**src/rtl/psad_min_pkg.sv**
```systemverilog
// Shared types and width helpers for the PSAD minimum selector.
// Optional saturation flag: PSAD_MIN_SAT_FLAG_EN.
package psad_min_pkg;

  typedef enum logic [1:0] {
    IDLE,
    ACCUM,
    DRAIN,
    DONE
  } state_e;

  function automatic int row_w(input int rows);
    return (rows > 1) ? $clog2(rows) : 1;
  endfunction

  function automatic int lane_w(input int lanes);
    return (lanes > 1) ? $clog2(lanes) : 1;
  endfunction

endpackage

```
**src/rtl/psad_lane_min_tree.sv**
```systemverilog
// Combinational binary min-tree over one row vector.
// Left child wins ties, so the lowest lane index is reported.
module psad_lane_min_tree
  import psad_min_pkg::*;
#(
  parameter int N = 16,
  parameter int W = 11
) (
  input  logic [N*W-1:0]         vec_i,
  output logic [W-1:0]           min_o,
  output logic [lane_w(N)-1:0]   idx_o
);

  localparam int LW = lane_w(N);
  localparam int NP = 1 << LW;

  logic [W-1:0]  v [2*NP-1];
  logic [LW-1:0] x [2*NP-1];

  always_comb begin
    for (int i = 0; i < 2*NP-1; i++) begin
      v[i] = '1;
      x[i] = '0;
    end
    // pad leaves carry max value and high index, so real lanes win
    for (int i = 0; i < NP; i++) begin
      if (i < N) v[NP-1+i] = vec_i[i*W +: W];
      else       v[NP-1+i] = '1;
      x[NP-1+i] = LW'(i);
    end
    for (int k = NP-2; k >= 0; k--) begin
      if (v[2*k+1] <= v[2*k+2]) begin
        v[k] = v[2*k+1];
        x[k] = x[2*k+1];
      end else begin
        v[k] = v[2*k+2];
        x[k] = x[2*k+2];
      end
    end
    min_o = v[0];
    idx_o = x[0];
  end

endmodule

```
**src/rtl/psad_min_select.sv**
```systemverilog
// Window-wide SAD minimum search with valid/ready result handoff.
// PSAD_MIN_SAT_FLAG_EN adds the sat_seen all-ones lane flag.
module psad_min_select
  import psad_min_pkg::*;
#(
  parameter int PIXELS_IN_BATCH           = 16,
  parameter int INPUT_PSAD_BITS_PER_PIXEL = 11,
  parameter int SEARCH_ROWS               = 16
) (
  input  logic clk,
  input  logic rst,
  input  logic [INPUT_PSAD_BITS_PER_PIXEL*PIXELS_IN_BATCH-1:0] psad_in,
  input  logic in_valid,
  output logic in_ready,
  output logic [INPUT_PSAD_BITS_PER_PIXEL-1:0] best_sad,
  output logic [row_w(SEARCH_ROWS)-1:0] best_row,
  output logic [lane_w(PIXELS_IN_BATCH)-1:0] best_lane,
  output logic out_valid,
  input  logic out_ready
`ifdef PSAD_MIN_SAT_FLAG_EN
  ,
  output logic sat_seen
`endif
);

  localparam int N  = PIXELS_IN_BATCH;
  localparam int W  = INPUT_PSAD_BITS_PER_PIXEL;
  localparam int RW = row_w(SEARCH_ROWS);
  localparam int LW = lane_w(PIXELS_IN_BATCH);

  state_e        state_q;
  logic [RW-1:0] row_q;
  logic          drn_q;
  logic          rdy_q;
  logic          ov_q;

  logic          s1_vld_q;
  logic          s1_first_q;
  logic [W-1:0]  s1_val_q;
  logic [LW-1:0] s1_idx_q;
  logic [RW-1:0] s1_row_q;

  logic [W-1:0]  min_q,  min_d;
  logic [RW-1:0] mrow_q, mrow_d;
  logic [LW-1:0] mlane_q, mlane_d;

  logic [W-1:0]  tree_val;
  logic [LW-1:0] tree_idx;
  logic          accept;
  logic          last_row;
  logic          upd;

  assign in_ready = rdy_q & ~rst;
  assign accept   = in_valid & in_ready;
  assign last_row = row_q == RW'(SEARCH_ROWS-1);

  psad_lane_min_tree #(
    .N (N),
    .W (W)
  ) u_tree (
    .vec_i (psad_in),
    .min_o (tree_val),
    .idx_o (tree_idx)
  );

  always_ff @(posedge clk) begin
    if (rst) begin
      state_q <= IDLE;
      row_q   <= '0;
      drn_q   <= 1'b0;
      rdy_q   <= 1'b1;
      ov_q    <= 1'b0;
    end else begin
      unique case (state_q)
        IDLE: begin
          if (accept) begin
            row_q   <= row_q + RW'(1);
            state_q <= ACCUM;
          end
        end
        ACCUM: begin
          if (accept) begin
            if (last_row) begin
              row_q   <= '0;
              drn_q   <= 1'b0;
              rdy_q   <= 1'b0;
              state_q <= DRAIN;
            end else begin
              row_q <= row_q + RW'(1);
            end
          end
        end
        DRAIN: begin
          if (drn_q) begin
            ov_q    <= 1'b1;
            state_q <= DONE;
          end else begin
            drn_q <= 1'b1;
          end
        end
        DONE: begin
          if (out_ready) begin
            ov_q    <= 1'b0;
            rdy_q   <= 1'b1;
            row_q   <= '0;
            state_q <= IDLE;
          end
        end
      endcase
    end
  end

  // row 0 seeds the running minimum; later rows need a strict win
  always_comb begin
    upd     = s1_vld_q && (s1_first_q || (s1_val_q < min_q));
    min_d   = upd ? s1_val_q : min_q;
    mrow_d  = upd ? s1_row_q : mrow_q;
    mlane_d = upd ? s1_idx_q : mlane_q;
  end

  always_ff @(posedge clk) begin
    if (rst) begin
      s1_vld_q   <= 1'b0;
      s1_first_q <= 1'b0;
      s1_val_q   <= '0;
      s1_idx_q   <= '0;
      s1_row_q   <= '0;
      min_q      <= '0;
      mrow_q     <= '0;
      mlane_q    <= '0;
    end else begin
      s1_vld_q <= accept;
      if (accept) begin
        s1_first_q <= row_q == '0;
        s1_val_q   <= tree_val;
        s1_idx_q   <= tree_idx;
        s1_row_q   <= row_q;
      end
      min_q   <= min_d;
      mrow_q  <= mrow_d;
      mlane_q <= mlane_d;
    end
  end

  assign best_sad  = min_q;
  assign best_row  = mrow_q;
  assign best_lane = mlane_q;
  assign out_valid = ov_q;

`ifdef PSAD_MIN_SAT_FLAG_EN
  logic sat_q;
  logic lane_sat;

  always_comb begin
    lane_sat = 1'b0;
    for (int i = 0; i < N; i++) begin
      if (psad_in[i*W +: W] == '1) lane_sat = 1'b1;
    end
  end

  always_ff @(posedge clk) begin
    if (rst) begin
      sat_q <= 1'b0;
    end else if (state_q == DONE && out_ready) begin
      sat_q <= 1'b0;
    end else if (accept && lane_sat) begin
      sat_q <= 1'b1;
    end
  end

  assign sat_seen = sat_q;
`endif

endmodule

```
**config.mk**
```make
export PLATFORM = sky130hd
export DESIGN_NAME = psad_min_select
export DESIGN_NICKNAME = d
export VERILOG_FILES = /design/src/rtl/psad_min_pkg.sv /design/src/rtl/psad_lane_min_tree.sv /design/src/rtl/psad_min_select.sv
export SDC_FILE = /design/constraint.sdc
export NUM_CORES = 1
export LEC_CHECK = 0
export ABC_AREA = 1
export ABC_CLOCK_PERIOD_IN_PS = 19200
export CAP_MARGIN = 20
export CORE_UTILIZATION = 33
export CTS_BUF_LIST = sky130_fd_sc_hd__clkbuf_4
export CTS_CLUSTER_DIAMETER = 30
export CTS_CLUSTER_SIZE = 40
export DETAILED_ROUTE_END_ITERATION = 12
export PLACE_DENSITY_LB_ADDON = 0.08
export SLEW_MARGIN = 20
export SYNTH_ARGS = -nofsm -noshare
export SYNTH_HDL_FRONTEND = slang
export SYNTH_SLANG_ARGS = --single-unit
```
**constraint.sdc**
```tcl
create_clock -name clk -period 19.2 [get_ports clk]
set_clock_uncertainty 0.1 [all_clocks]
set_input_delay 3.84 -clock clk [delete_from_list [all_inputs] [get_ports clk]]
set_output_delay 3.84 -clock clk [all_outputs]
set_load 0.05 [all_outputs]
```
==> results.txt <==
* Netlist area before placement: 8400 um^2
- Summed over all nets, wire length on met2 after detailed routing comes to 10.0 mm.
- After clock tree synthesis, the setup repair step added 0 buffers.
- Num CTS Buffers: 5
- The total area inside the core boundary comes to 25000 um^2.
* Number of cells on the worst reg-to-reg path: 11
- Post-Synthesis Net Count: roughly 1.7k
- Final standard cell utilization of the core: 0.427
- After detailed routing, the average wire length per cell comes to about 12 um.
- Max-capacitance violation count: 0
- The startpoint identified for the worst hold timing path is s1_row_q[2].
* Remaining Overflow, GRT: 0
- Of the post-synthesis cell area, the dominant cell type holds 0.270.
- Across the VDD grid, the largest voltage drop is approximately 0.079 mV.
* Vias in the first global route: between 8k and 9k
- Uppermost signal routing layer after detailed routing: met4
* Antenna violations before repair: 0
- The synthesized design contains 0 enable-type register cells.
- For this run, the register share of the synthesized area comes to 0.117.
- STA classifies the critical path endpoint as a flip-flop.
- Minimum period implied by the final worst setup slack: 10.64 ns
- Standby leakage power: between 5 and 6 nW
- For this design, the CTS-stage hold fixing added 0 buffers.
* Horizontal extent of the die: 162 um
- Clock latency on the worst-skew pair: 0.38 ns
- Req. time, crit path: 19.43 ns
* Maximum single-stage delay on the critical path: 0.52 ns
- STA classifies the critical path startpoint as an input pin.
- Number of distinct library cells after synthesis: 40
- Largest delay contributor family on the critical path: simple AND/OR/NAND/NOR gates
- Total of buffers placed on input and output ports: 200
- The analysis attributes to net switching a power of 0.000588 W.
- In this run, synthesis produced a sequential element count of slightly below 50.
- The floorplan has 58 rows.
* Area growth from synthesis to layout: 27.4%
- The setup path with the least slack is of type input pin to flip-flop.
* Fin crit share: 0.554
- Number of nets with antenna violations after routing: 0
- I/O Pins: 201
- Count of buffering cells on the critical path with inverters included: 9
* Weighted congestion at the end of routability-driven global placement: around 0.84
* Die extent in y: around 160 um
- Largest net degree at the start of global routing: 37
* Count of warnings emitted by yosys: 0
- Total number of nets in the final design: roughly 1.9k
- Area contributors post-synth: sky130_fd_sc_hd__ha_1, sky130_fd_sc_hd__nand2_1, sky130_fd_sc_hd__dfxtp_1
* Most frequently used cell type in the post-synthesis netlist: sky130_fd_sc_hd__nand2_1
* Worst Tran Pin Value: 0.958 ns
- In this run, placement finished with an instance count of 1865.
- In this run the critical register-to-register path is launched from best_sad[10].
- Final hold violation count: 0
- Post-CTS repair changed the size of 0 cells.
- Across every metal layer, demand over resource in global routing totals 0.177.
* Internal reg-to-reg setup slack: 16.19 ns
- The run finished with clean final reports.
* Post-synthesis async set-or-reset flop share: 0
* Endpoint of the worst-slack reg-to-reg timing path: best_row[2]
- Along the worst hold path, the cell count comes to 2.
- Setup repair after global routing left no endpoint under its margin.
- The most used flip-flop cell after synthesis is sky130_fd_sc_hd__dfxtp_1.
* Filler Cells Inserted: 2715
- TritonCTS clock tree: yes
- The die covers 26100 um^2.
* Share of layout cells above drive strength 1: 0.0480
* Clock-pin slew of the registers on the worst-case setup and hold paths: around 0.15 ns
- Headroom to the max-slew limit came out at 0.360.
- Crit path depth: 40
* H-tree depth: 2
- Post-detailed-placement half-perimeter wirelength: 20.5 mm
* Most Frequent Cell on Critical Path: sky130_fd_sc_hd__nand2_1
- The largest individual stage delay along the critical path comes from the cell sky130_fd_sc_hd__nand2_1.
- Of all nets on the critical path, the largest fanout is 24.
- Setup violations remaining at the end of the flow were counted as 0.
- Initial cell density of the core: 0.335
- Averaged over all synthesized cells, the footprint is between 6 and 7 um^2.
* Commonest cells post-synth: sky130_fd_sc_hd__nand2_1, sky130_fd_sc_hd__inv_1, sky130_fd_sc_hd__ha_1
- Detailed router's first-iteration violation count: 388
- The routed layout has 8856 vias.
* Final std cells w/o fill: 1873
* Clk Tree Root Cell: sky130_fd_sc_hd__clkbuf_4
- Adding up every negative setup slack in the final design gives 0 ns.
- The path with the worst hold slack has its endpoint at best_row[2].
* Worst hold-check path type: flip-flop to flip-flop
* Switching Fraction: 0.566
- Detailed-route wire length on metal 1: 12.2 mm
* DRT Pass-1 Iters: 5
- The multi-input combinational cells in the finished layout cover a total of roughly 6500 um^2.
- Final slew viol count: 0
- Combinational share of power: 0.793
* Met3 routed wirelength: around 910 um
- The final layout contains routed wiring with a total length of 23.3 mm.
- Sinks on the clock net: 49
- Static timing analysis puts the maximum clock frequency at 94.0 MHz.
- Antenna Diode Count: 0
- The first global-routing pass estimated between 30 and 40 mm of wire.
- The internal portion of the total power is 0.000451 W.
- The share of total power dissipated in the clock network is 0.060.
- The share of total power dissipated in sequential elements is 0.147.
- Worst path arrival time: 10.87 ns
* Via density per instance: 4.73
- Instance count of the mapped netlist: 1375
- Across the whole layout, storage elements account for 981 um^2.
- Pwr Density: 97.2 nW/um^2
- Of all cell types, the one taking the most synthesized area is sky130_fd_sc_hd__ha_1.
- CTS max path bufs: 2
* Remaining routing DRC violations: 0
[through the flow]
| stage | total power (W) | area [um^2] | hold slack, ns | setup slack [ns] |
|---|---|---|---|---|
| global placement | 0.000972 | 10600 | 0.352 | 8.21 |
| CTS | 0.00105 | 10700 | 0.371 | 8.55 |
| floorplan | 0.000788 | 8400 | 0.324 | 10.13 |
| detailed placement | 0.000980 | 10600 | 0.350 | 8.15 |
| finish | 0.00104 | 10700 | 0.363 | 8.56 |
| global route | 0.00117 | 10700 | 0.410 | 7.63 |
[kinds of logic (layout without fill, tap and decap cells)]
family	count (synthesis)	count (layout)	synth area share
compound gates	295	295	0.184
simple gates	608	608	0.315
buf+inv	242	410	0.114
flops	49	49	0.117
fa+ha+maj	181	181	0.270
[state kept, by name, indices dropped and copies added (netlist names)]
register / count
best_lane: 4
best_row: 4
best_sad: 11
drn_q: 1
out_valid: 1
rdy_q: 1
row_q: 4
s1_first_q: 1
s1_idx_q: 4
s1_row_q: 4
s1_val_q: 11
s1_vld_q: 1
state_q: 2
[worst max path at each step]
stage                      from           to  slack [ns]
floorplan           psad_in[65]  s1_val_q[0]       10.13
finish              psad_in[83]  s1_idx_q[0]        8.56
detailed placement  psad_in[83]  s1_idx_q[1]        8.15
global route        psad_in[83]  s1_idx_q[0]        7.63
CTS                 psad_in[83]  s1_idx_q[0]        8.55
global placement    psad_in[43]  s1_idx_q[0]        8.21
[power by group through the flow]
stage | registers, W | logic [W] | clock network, W
after floorplan | 0.000201 | 0.000587 | 0
after global placement | 0.000156 | 0.000816 | 0
after detailed placement | 0.000156 | 0.000824 | 0
after CTS | 0.000153 | 0.000827 | 0.0000648
after global routing | 0.000158 | 0.000943 | 0.0000689
final | 0.000153 | 0.000824 | 0.0000625
[area by class of cell]
cell class              instances  area share
well taps                     330      0.0386
repair buffers                200       0.187
flip-flops and latches         49      0.0917
multi-input cells            1084       0.604
clock buffers                   5     0.00351
clock inverters                 3     0.00433
inverters                     202      0.0709
[placed cells by master (no fill, tap or decap), types with 9 or more instances in the layout]
cell,instances
sky130_fd_sc_hd__dfxtp_1,49
sky130_fd_sc_hd__inv_1,189
sky130_fd_sc_hd__nand2_2,25
sky130_fd_sc_hd__nand4_1,17
sky130_fd_sc_hd__nand3_2,9
sky130_fd_sc_hd__nand2_1,394
sky130_fd_sc_hd__ha_1,181
sky130_fd_sc_hd__clkdlybuf4s50_1,200
sky130_fd_sc_hd__nor2_1,65
sky130_fd_sc_hd__a21o_1,9
sky130_fd_sc_hd__nand3_1,68
sky130_fd_sc_hd__inv_2,12
sky130_fd_sc_hd__a21oi_1,86
sky130_fd_sc_hd__o21ai_0,175
[worst reg2reg max path, cell delays in order (launching register included)]
cell and delay [ns]:
sky130_fd_sc_hd__dfxtp_1 0.38, sky130_fd_sc_hd__inv_1 0.06, sky130_fd_sc_hd__ha_1 0.30, sky130_fd_sc_hd__nand2_1 0.07
sky130_fd_sc_hd__inv_1 0.07, sky130_fd_sc_hd__nand3_1 0.06, sky130_fd_sc_hd__a2111oi_0 0.41, sky130_fd_sc_hd__o21ai_0 0.16
sky130_fd_sc_hd__nand2_1 0.59, sky130_fd_sc_hd__inv_1 0.38, sky130_fd_sc_hd__o21ai_0 0.26, sky130_fd_sc_hd__a21oi_1 0.05
[per-layer routing]
metal / vias up / global-route usage
met5: - / 0
met3: 9 / 0.0169
met2: 171 / 0.293
li1: 4852 / -
met4: 0 / 0.0206
met1: 3824 / 0.254
Note: power is estimated with default switching activity, not from simulation.
